`src/rtl/dp_regmx_pkg.sv`:
```
// Shared limits and helpers for the one-hot-selected register pipeline.
// Parity-related helpers are used only when DP_REGMX_PARITY_EN is defined.
package dp_regmx_pkg;

    localparam int WIDTH_MAX  = 64;
    localparam int NUM_IN_MAX = 8;
    localparam int DEPTH_MAX  = 4;

    typedef enum logic [1:0] {
        SEL_NONE  = 2'd0,
        SEL_ONE   = 2'd1,
        SEL_MULTI = 2'd2
    } sel_kind_e;

    function automatic sel_kind_e onehot_chk(input logic [NUM_IN_MAX-1:0] sel);
        int ones;
        ones = 0;
        for (int i = 0; i < NUM_IN_MAX; i++) begin
            ones = ones + int'(sel[i]);
        end
        if (ones == 0) begin
            return SEL_NONE;
        end else if (ones == 1) begin
            return SEL_ONE;
        end
        return SEL_MULTI;
    endfunction

    // Bit that makes the total number of ones (data plus bit) even.
    function automatic logic even_parity(input logic [WIDTH_MAX-1:0] data);
        return ^data;
    endfunction

endpackage

```
`src/rtl/dp_regmx_stage.sv`:
```
// One pipeline stage: data, valid and (with DP_REGMX_PARITY_EN) a parity bit.
// Data and valid have separate load enables so the head stage can bubble without losing data.
module dp_regmx_stage
    import dp_regmx_pkg::*;
#(
    parameter int WIDTH = 16
) (
    input  logic             clk,
    input  logic             reset,
    input  logic             load_data,
    input  logic             load_valid,
    input  logic [WIDTH-1:0] src_data,
    input  logic             src_valid,
`ifdef DP_REGMX_PARITY_EN
    input  logic             src_parity,
    output logic             parity,
`endif
    output logic [WIDTH-1:0] data,
    output logic             valid
);

    always_ff @(posedge clk) begin
        if (reset) begin
            data  <= '0;
            valid <= 1'b0;
`ifdef DP_REGMX_PARITY_EN
            parity <= 1'b0;
`endif
        end else begin
            if (load_data) begin
                data <= src_data;
`ifdef DP_REGMX_PARITY_EN
                parity <= src_parity;
`endif
            end
            if (load_valid) begin
                valid <= src_valid;
            end
        end
    end

endmodule

```
`src/rtl/dp_regmxn_pipe.sv`:
```
// NUM_IN-way one-hot mux feeding a DEPTH-stage register pipeline with stall and select-error flag.
// Optional carried even parity and parity_err output when DP_REGMX_PARITY_EN is defined.
module dp_regmxn_pipe
    import dp_regmx_pkg::*;
#(
    parameter int WIDTH  = 16,
    parameter int NUM_IN = 2,
    parameter int DEPTH  = 2
) (
    input  logic                    clk,
    input  logic                    reset,
    input  logic [NUM_IN*WIDTH-1:0] input_data,
    input  logic [NUM_IN-1:0]       select,
    input  logic                    stall,
    output logic [WIDTH-1:0]        output_data,
    output logic                    output_valid,
    output logic                    select_err
`ifdef DP_REGMX_PARITY_EN
    ,
    output logic                    parity_err
`endif
);

    if (WIDTH < 1 || WIDTH > WIDTH_MAX) begin : g_bad_width
        $error("dp_regmxn_pipe: WIDTH %0d outside 1..%0d", WIDTH, WIDTH_MAX);
    end
    if (NUM_IN < 2 || NUM_IN > NUM_IN_MAX) begin : g_bad_num_in
        $error("dp_regmxn_pipe: NUM_IN %0d outside 2..%0d", NUM_IN, NUM_IN_MAX);
    end
    if (DEPTH < 1 || DEPTH > DEPTH_MAX) begin : g_bad_depth
        $error("dp_regmxn_pipe: DEPTH %0d outside 1..%0d", DEPTH, DEPTH_MAX);
    end

    logic [NUM_IN_MAX-1:0] select_ext;
    sel_kind_e             sel_kind;
    logic [WIDTH-1:0]      mux_data;
    logic                  advance;
    logic                  capture;
    logic                  head_valid;

    logic [WIDTH-1:0]      stage_data  [DEPTH];
    logic                  stage_valid [DEPTH];

    always_comb begin
        select_ext             = '0;
        select_ext[NUM_IN-1:0] = select;
    end

    assign sel_kind = onehot_chk(select_ext);

    // AND-OR mux; only meaningful when the select is one-hot, which is the only case that loads.
    always_comb begin
        mux_data = '0;
        for (int k = 0; k < NUM_IN; k++) begin
            mux_data = mux_data | (input_data[k*WIDTH +: WIDTH] & {WIDTH{select[k]}});
        end
    end

    assign advance    = ~stall;
    assign head_valid = (sel_kind == SEL_ONE);
    assign capture    = advance & head_valid;

`ifdef DP_REGMX_PARITY_EN
    logic [WIDTH_MAX-1:0] mux_ext;
    logic [WIDTH_MAX-1:0] out_ext;
    logic                 mux_parity;
    logic                 stage_parity [DEPTH];

    always_comb begin
        mux_ext            = '0;
        mux_ext[WIDTH-1:0] = mux_data;
        out_ext            = '0;
        out_ext[WIDTH-1:0] = output_data;
    end

    assign mux_parity = even_parity(mux_ext);
`endif

    for (genvar n = 0; n < DEPTH; n++) begin : g_stage
        logic [WIDTH-1:0] src_data;
        logic             src_valid;
        logic             load_data;
`ifdef DP_REGMX_PARITY_EN
        logic             src_parity;
`endif

        if (n == 0) begin : g_head
            assign src_data  = mux_data;
            assign src_valid = head_valid;
            assign load_data = capture;
`ifdef DP_REGMX_PARITY_EN
            assign src_parity = mux_parity;
`endif
        end else begin : g_tail
            assign src_data  = stage_data[n-1];
            assign src_valid = stage_valid[n-1];
            assign load_data = advance;
`ifdef DP_REGMX_PARITY_EN
            assign src_parity = stage_parity[n-1];
`endif
        end

        dp_regmx_stage #(
            .WIDTH (WIDTH)
        ) u_stage (
            .clk        (clk),
            .reset      (reset),
            .load_data  (load_data),
            .load_valid (advance),
            .src_data   (src_data),
            .src_valid  (src_valid),
`ifdef DP_REGMX_PARITY_EN
            .src_parity (src_parity),
            .parity     (stage_parity[n]),
`endif
            .data       (stage_data[n]),
            .valid      (stage_valid[n])
        );
    end

    always_ff @(posedge clk) begin
        if (reset) begin
            select_err <= 1'b0;
        end else if (advance) begin
            select_err <= (sel_kind == SEL_MULTI);
        end
    end

    assign output_data  = stage_data[DEPTH-1];
    assign output_valid = stage_valid[DEPTH-1];

`ifdef DP_REGMX_PARITY_EN
    assign parity_err = output_valid & (even_parity(out_ext) != stage_parity[DEPTH-1]);
`endif

endmodule

```
`config.mk`:
```
export PLATFORM = sky130hd
export DESIGN_NAME = dp_regmxn_pipe
export DESIGN_NICKNAME = d
export VERILOG_FILES = /design/src/rtl/dp_regmx_pkg.sv /design/src/rtl/dp_regmx_stage.sv /design/src/rtl/dp_regmxn_pipe.sv
export SDC_FILE = /design/constraint.sdc
export NUM_CORES = 1
export LEC_CHECK = 0
export BUFFER_PORTS_ARGS = -buffer_cell sky130_fd_sc_hd__buf_2
export CORE_ASPECT_RATIO = 0.9
export CORE_UTILIZATION = 40
export CTS_CLUSTER_DIAMETER = 50
export DETAILED_ROUTE_END_ITERATION = 8
export PLACE_DENSITY = 0.64
export SYNTH_ARGS = -nofsm -noshare
export SYNTH_HDL_FRONTEND = slang
export SYNTH_SLANG_ARGS = --single-unit
```
`constraint.sdc`:
```
create_clock -name clk -period 2.6 [get_ports clk]
set_input_delay 0.13 -clock clk [delete_from_list [all_inputs] [get_ports clk]]
set_output_delay 0.13 -clock clk [all_outputs]
set_load 0.1 [all_outputs]
```
==> results of run 1 <==
-- synth_stat cells (2+ instances only) --
master    count
a221oi_1      6
a221oi_2     10
buf_2         5
buf_6         6
clkbuf_1      2
dfxtp_1      35
mux2i_1      18
nor2_1       34
nor3_1        6
nor3_2       10
-- power groups by stage --
stage	clock network, mW	logic (mW)	registers [mW]
finish	0.358	0.244	0.587
global route	0.393	0.262	0.591
CTS	0.370	0.245	0.588
detailed placement	0	0.244	0.600
global placement	0	0.239	0.599
floorplan	0	0.117	0.680
-- routing by layer --
layer | vias to the layer above | share of wire
li1 | 580 | -
met1 | 519 | 0.48
met2 | 41 | 0.44
met3 | 2 | 0.069
met4 | 0 | 0.0043
met5 | - | 0
-- placed cells by master, fill, tap and decap left out, types with 2 or more instances in the layout --
master,netlist,routed
nor3_2,10,10
buf_2,5,54
mux2i_1,18,18
a221oi_2,10,10
clkbuf_8,0,5
clkbuf_1,2,2
a221oi_1,6,6
nor3_1,6,6
nor2_1,34,34
dfxtp_1,35,35
-- state kept, by name, indices dropped and copies added (netlist names) --
register	flops
g_stage.u_stage.valid	2
select_err	1
g_stage.u_stage.data	32
-- metrics by stage --
stage	area, um2	instances	util
5_1_grt	1790	230	0.514
6_report	1790	230	0.514
2_1_floorplan	1490	138	-
3_3_place_gp	1710	222	0.491
3_5_place_dp	1710	222	0.491
4_1_cts	1790	230	0.514
-- worst paths after layout --
check	from	endpoint	slack, ps
worst max-delay path	select[0]	g_stage[0].u_stage.data[2]	900
worst min-delay path	input_data[28]	g_stage[0].u_stage.data[12]	170
worst max register to register	g_stage[1].u_stage.data[12]	g_stage[1].u_stage.data[12]	1950
worst min register to register	g_stage[0].u_stage.valid	g_stage[0].u_stage.valid	480
-- layout make-up --
cell class                      instances  area, um2  share of cell area
Clock inverter                          1       5.00             0.00280
Sequential cell                        35        701               0.392
Multi-Input combinational cell         89        682               0.381
Tap cell                               44       55.1              0.0308
Clock buffer                            7       76.3              0.0427
Timing Repair Buffer                   54        270               0.151
-- cells by family after synthesis --
kind of cell	after synthesis	synth area share
DFF	35	0.470
AOI/OAI and AO/OA	17	0.139
buffers and inverters	14	0.0722
adders and majority gates	1	0.00839
and+or+nand+nor	53	0.189
muxes	18	0.121
-- worst max-delay path, delay by kind of cell --
kind	cells	cell delay (ps)
fa+ha+maj	1	400
buf+inv	1	230
simple gates	3	1130
==> qor.yml, run 1 <==
dp_slack_ps: 586
clk_pin_slew_worst_paths_ps: 60
synth_nets: 176
holdPathStages: 3
clock_path_buffers: 2
critPathKind: "primary input to register"
grt_overflow_total: 0
die_h_um: 59.9
worstPathMaxFanout: 17
antenna_cells: 0
rows: 20
grt_pass1_vias: 1127
drive_above_1_share: 0.435
die_area_um2: 3970
post_drt_wl_per_cell_um: 13.1
postRouteAntennaNets: 0
yosys.cell_types.count: 16
ios: 55
critical_path_required_ps: 2790
seq_area_frac_synth: 0.470
initial_core_util: 0.428
cap_violations: 0
ys.flop_type: "dfxtp_1"
switching_share: 0.302
skew_ps: 0.762
synthCells: 138
timing.fmax_mhz: 588
yosys-top-cells-area: "dfxtp_1 47%, mux2i_1 12%, a221oi_2 10%"
drc: 0
reg2reg_depth: 2
period_needed_ps: 1700
crit_path_max_incr_delay_ps: 870
seq_power_share: 0.494
cts_setup_buffers: 0
finalSetupTns_ps: 0
setup_viol: 0
cts_tree: "done"
share_comb_of_total_power: 0.205
p_per_area_nw_per_um2: 665
p_sw_uw: 360
hold_viol_final: 0
cellLeakagePower_nw: 0.836
grtUsageTotal: 0.173
drt_iter0_markers: 33
holdWs_ps: 167
vias: 1142
synth-async-reset-ratio: 0
critical_path_arrival_ps: 1890
synth.cell_area_um2: 1490
start_kind: "primary input"
setup_slack_ps: 899
rsz0062_at_grt: "no"
status: "complete, no violations"
ctsResizeCount: 0
port_buffers: 54
use_met3: 0.0515
met1_usage: 0.216
synth.avg_cell_area_um2: 10.8
worst_path_max_delay_cell: "nor2b_1"
hold_class: "primary input to register"
relSlewSlack: 0.278
finalWirelength_um: 3000
ys_warn_count: 0
drt-pass1-iter-count: 4
cts_buffers: 5
nNetsFinal: 223
syn_to_final_growth_pct: 20.1
busiest_layer: "met2"
peakVddDrop_mv: 0.359
dp_hpwl_um: 2200
core_area_um2: 3480
netlist.area_leader.share: 0.470
cts.sinks: 35
avgViaCountPerCell: 4.97
tightest_slew_ps: 1080
holdBufCountCts: 0
gr-usage-met2: 0.287
finalCritPeriodShare: 0.654
cts-root-buf: "clkbuf_8"
yosys.area.top_type: "dfxtp_1"
p_int_uw: 830
grt_antenna_before_repair: 0
ys_ff_latch: 35
path_cells: "buf_2 > ha_1 > nor2b_1 > nor2_1 > nor3_1"
grt_max_degree: 36
clock_latency_ps: 270
place.gp.congestion: 0.749
p_total_mw: 1.19
die_w_um: 66.3
worst_setup_path_end_kind: "register"
slew_violations: 0
pwr-share-clk: 0.301
fillers: 315
htree_levels: 2
synth-edff-count: 0
grt_pass1_wl_um: 5040
Power figures use the tool's default switching activity.
==> run 2, diff against run 1 <==
==> constraint.sdc (replaced) <==
create_clock -name clk -period 1.7 [get_ports clk]
set_input_delay 0.085 -clock clk [delete_from_list [all_inputs] [get_ports clk]]
set_output_delay 0.085 -clock clk [all_outputs]
set_load 0.1 [all_outputs]
==> qor.yml, run 2 (synthesized netlist as in run 1, its figures left out) <==
rsz0062_at_grt: "no"
grt_pass1_vias: 1204
relSlewSlack: 0.523
status: "complete, no violations"
dp_hpwl_um: 2230
hold_viol_final: 0
peakVddDrop_mv: 0.536
die_w_um: 66.3
initial_core_util: 0.428
seq_power_share: 0.495
drt_iter0_markers: 26
clk_pin_slew_worst_paths_ps: 60
critical_path_required_ps: 1900
busiest_layer: "met2"
cts-root-buf: "clkbuf_8"
met1_usage: 0.211
mostFrequentLayoutCells: "54 x buf_2, 35 x dfxtp_1, 34 x nor2_1, 18 x mux2i_1"
postRouteAntennaNets: 0
critical_path_arrival_ps: 1370
use_met3: 0.0553
period_needed_ps: 1160
p_total_mw: 1.82
final_cells: 231
rows: 20
p_int_mw: 1.26
syn_to_final_growth_pct: 21.2
finalCritPeriodShare: 0.685
die_h_um: 59.9
drt-pass1-iter-count: 4
drc: 0
start_kind: "primary input"
cts.sinks: 35
clock_path_buffers: 2
p_per_area_nw_per_um2: 1010
drive_above_1_share: 0.449
antenna_cells: 0
vias: 1178
largest_registers: "g_stage.u_stage.data x32, g_stage.u_stage.valid x2, select_err x1"
avgViaCountPerCell: 5.10
hold_class: "primary input to register"
gr-usage-met2: 0.316
setup_viol: 0
grt_max_degree: 36
grt_antenna_before_repair: 0
switching_share: 0.306
cellLeakagePower_nw: 0.847
critPathKind: "primary input to register"
timing.fmax_mhz: 858
nNetsFinal: 226
worstPathMaxFanout: 16
core_area_um2: 3480
grt_pass1_wl_um: 5350
place.gp.congestion: 0.742
share_comb_of_total_power: 0.209
cap_violations: 0
die_area_um2: 3970
slew_violations: 0
worst_setup_path_end_kind: "register"
ios: 55
cts_buffers: 5
grt_overflow_total: 0
clock_latency_ps: 280
cts_tree: "done"
place_inst: 225
port_buffers: 54
skew_ps: 1.38
tightest_slew_ps: 716
grtUsageTotal: 0.188
pwr-share-clk: 0.296
finalWirelength_um: 3190
post_drt_wl_per_cell_um: 13.8
htree_levels: 2
regMostFlops: "g_stage.u_stage.data"
holdBufCountCts: 0
final_common_cell: "buf_2"
largest_reg_flops: 32
p_sw_uw: 556
[run 2: routing by layer]
layer	wire (um)	up-vias
li1	-	588
met4	53	0
met1	1430	545
met5	0	-
met2	1500	40
met3	213	5
[run 2: worst paths after layout]
kind	startpoint	endpoint	slack, ps	depth (start not counted)
max reg2reg	select_err	select_err	1050	2
min reg2reg	g_stage[0].u_stage.data[1]	g_stage[0].u_stage.data[1]	490	2
max	select[0]	g_stage[0].u_stage.data[3]	540	5
min	input_data[21]	g_stage[0].u_stage.data[5]	110	3
[run 2: timing repair]
item                                    4_1_cts  5_1_grt
buffers inserted                              0        0
gates resized for setup                       0        1
endpoints found under the setup margin        0        2
hold endpoints to repair                      0        0
[run 2: cell type report]
type | count | area [um2]
sequential | 35 | 701
clock buffer | 6 | 72.6
fill | 339 | 1670
tap | 44 | 55.1
timing repair buffer | 57 | 293
multi-input combinational | 89 | 684
[run 2: per-stage QoR]
step	setup TNS [ps]	setup WS (ps)	utilization	hold WS [ps]	cell area, um2
after floorplan	0	447	-	288	1490
after global placement	0	30.8	0.497	390	1730
after detailed placement	-1420	-128	0.497	404	1730
after CTS	0	172	0.518	106	1800
after global routing	0	372	0.519	115	1810
final	0	535	0.519	110	1810
[run 2: worst max-delay path, stage by stage]
cell and delay, ps:
buf_2 110, ha_1 320, nor2b_2 600, nor2_1 100, nor3_1 150
[run 2: power groups by stage]
stage               registers (mW)  clock network (mW)  logic [mW]
finish                       0.898               0.538       0.379
global route                 0.903               0.585       0.412
CTS                          0.898               0.553       0.383
detailed placement           0.916                   0       0.382
global placement             0.915                   0       0.372
floorplan                     1.04                   0       0.178
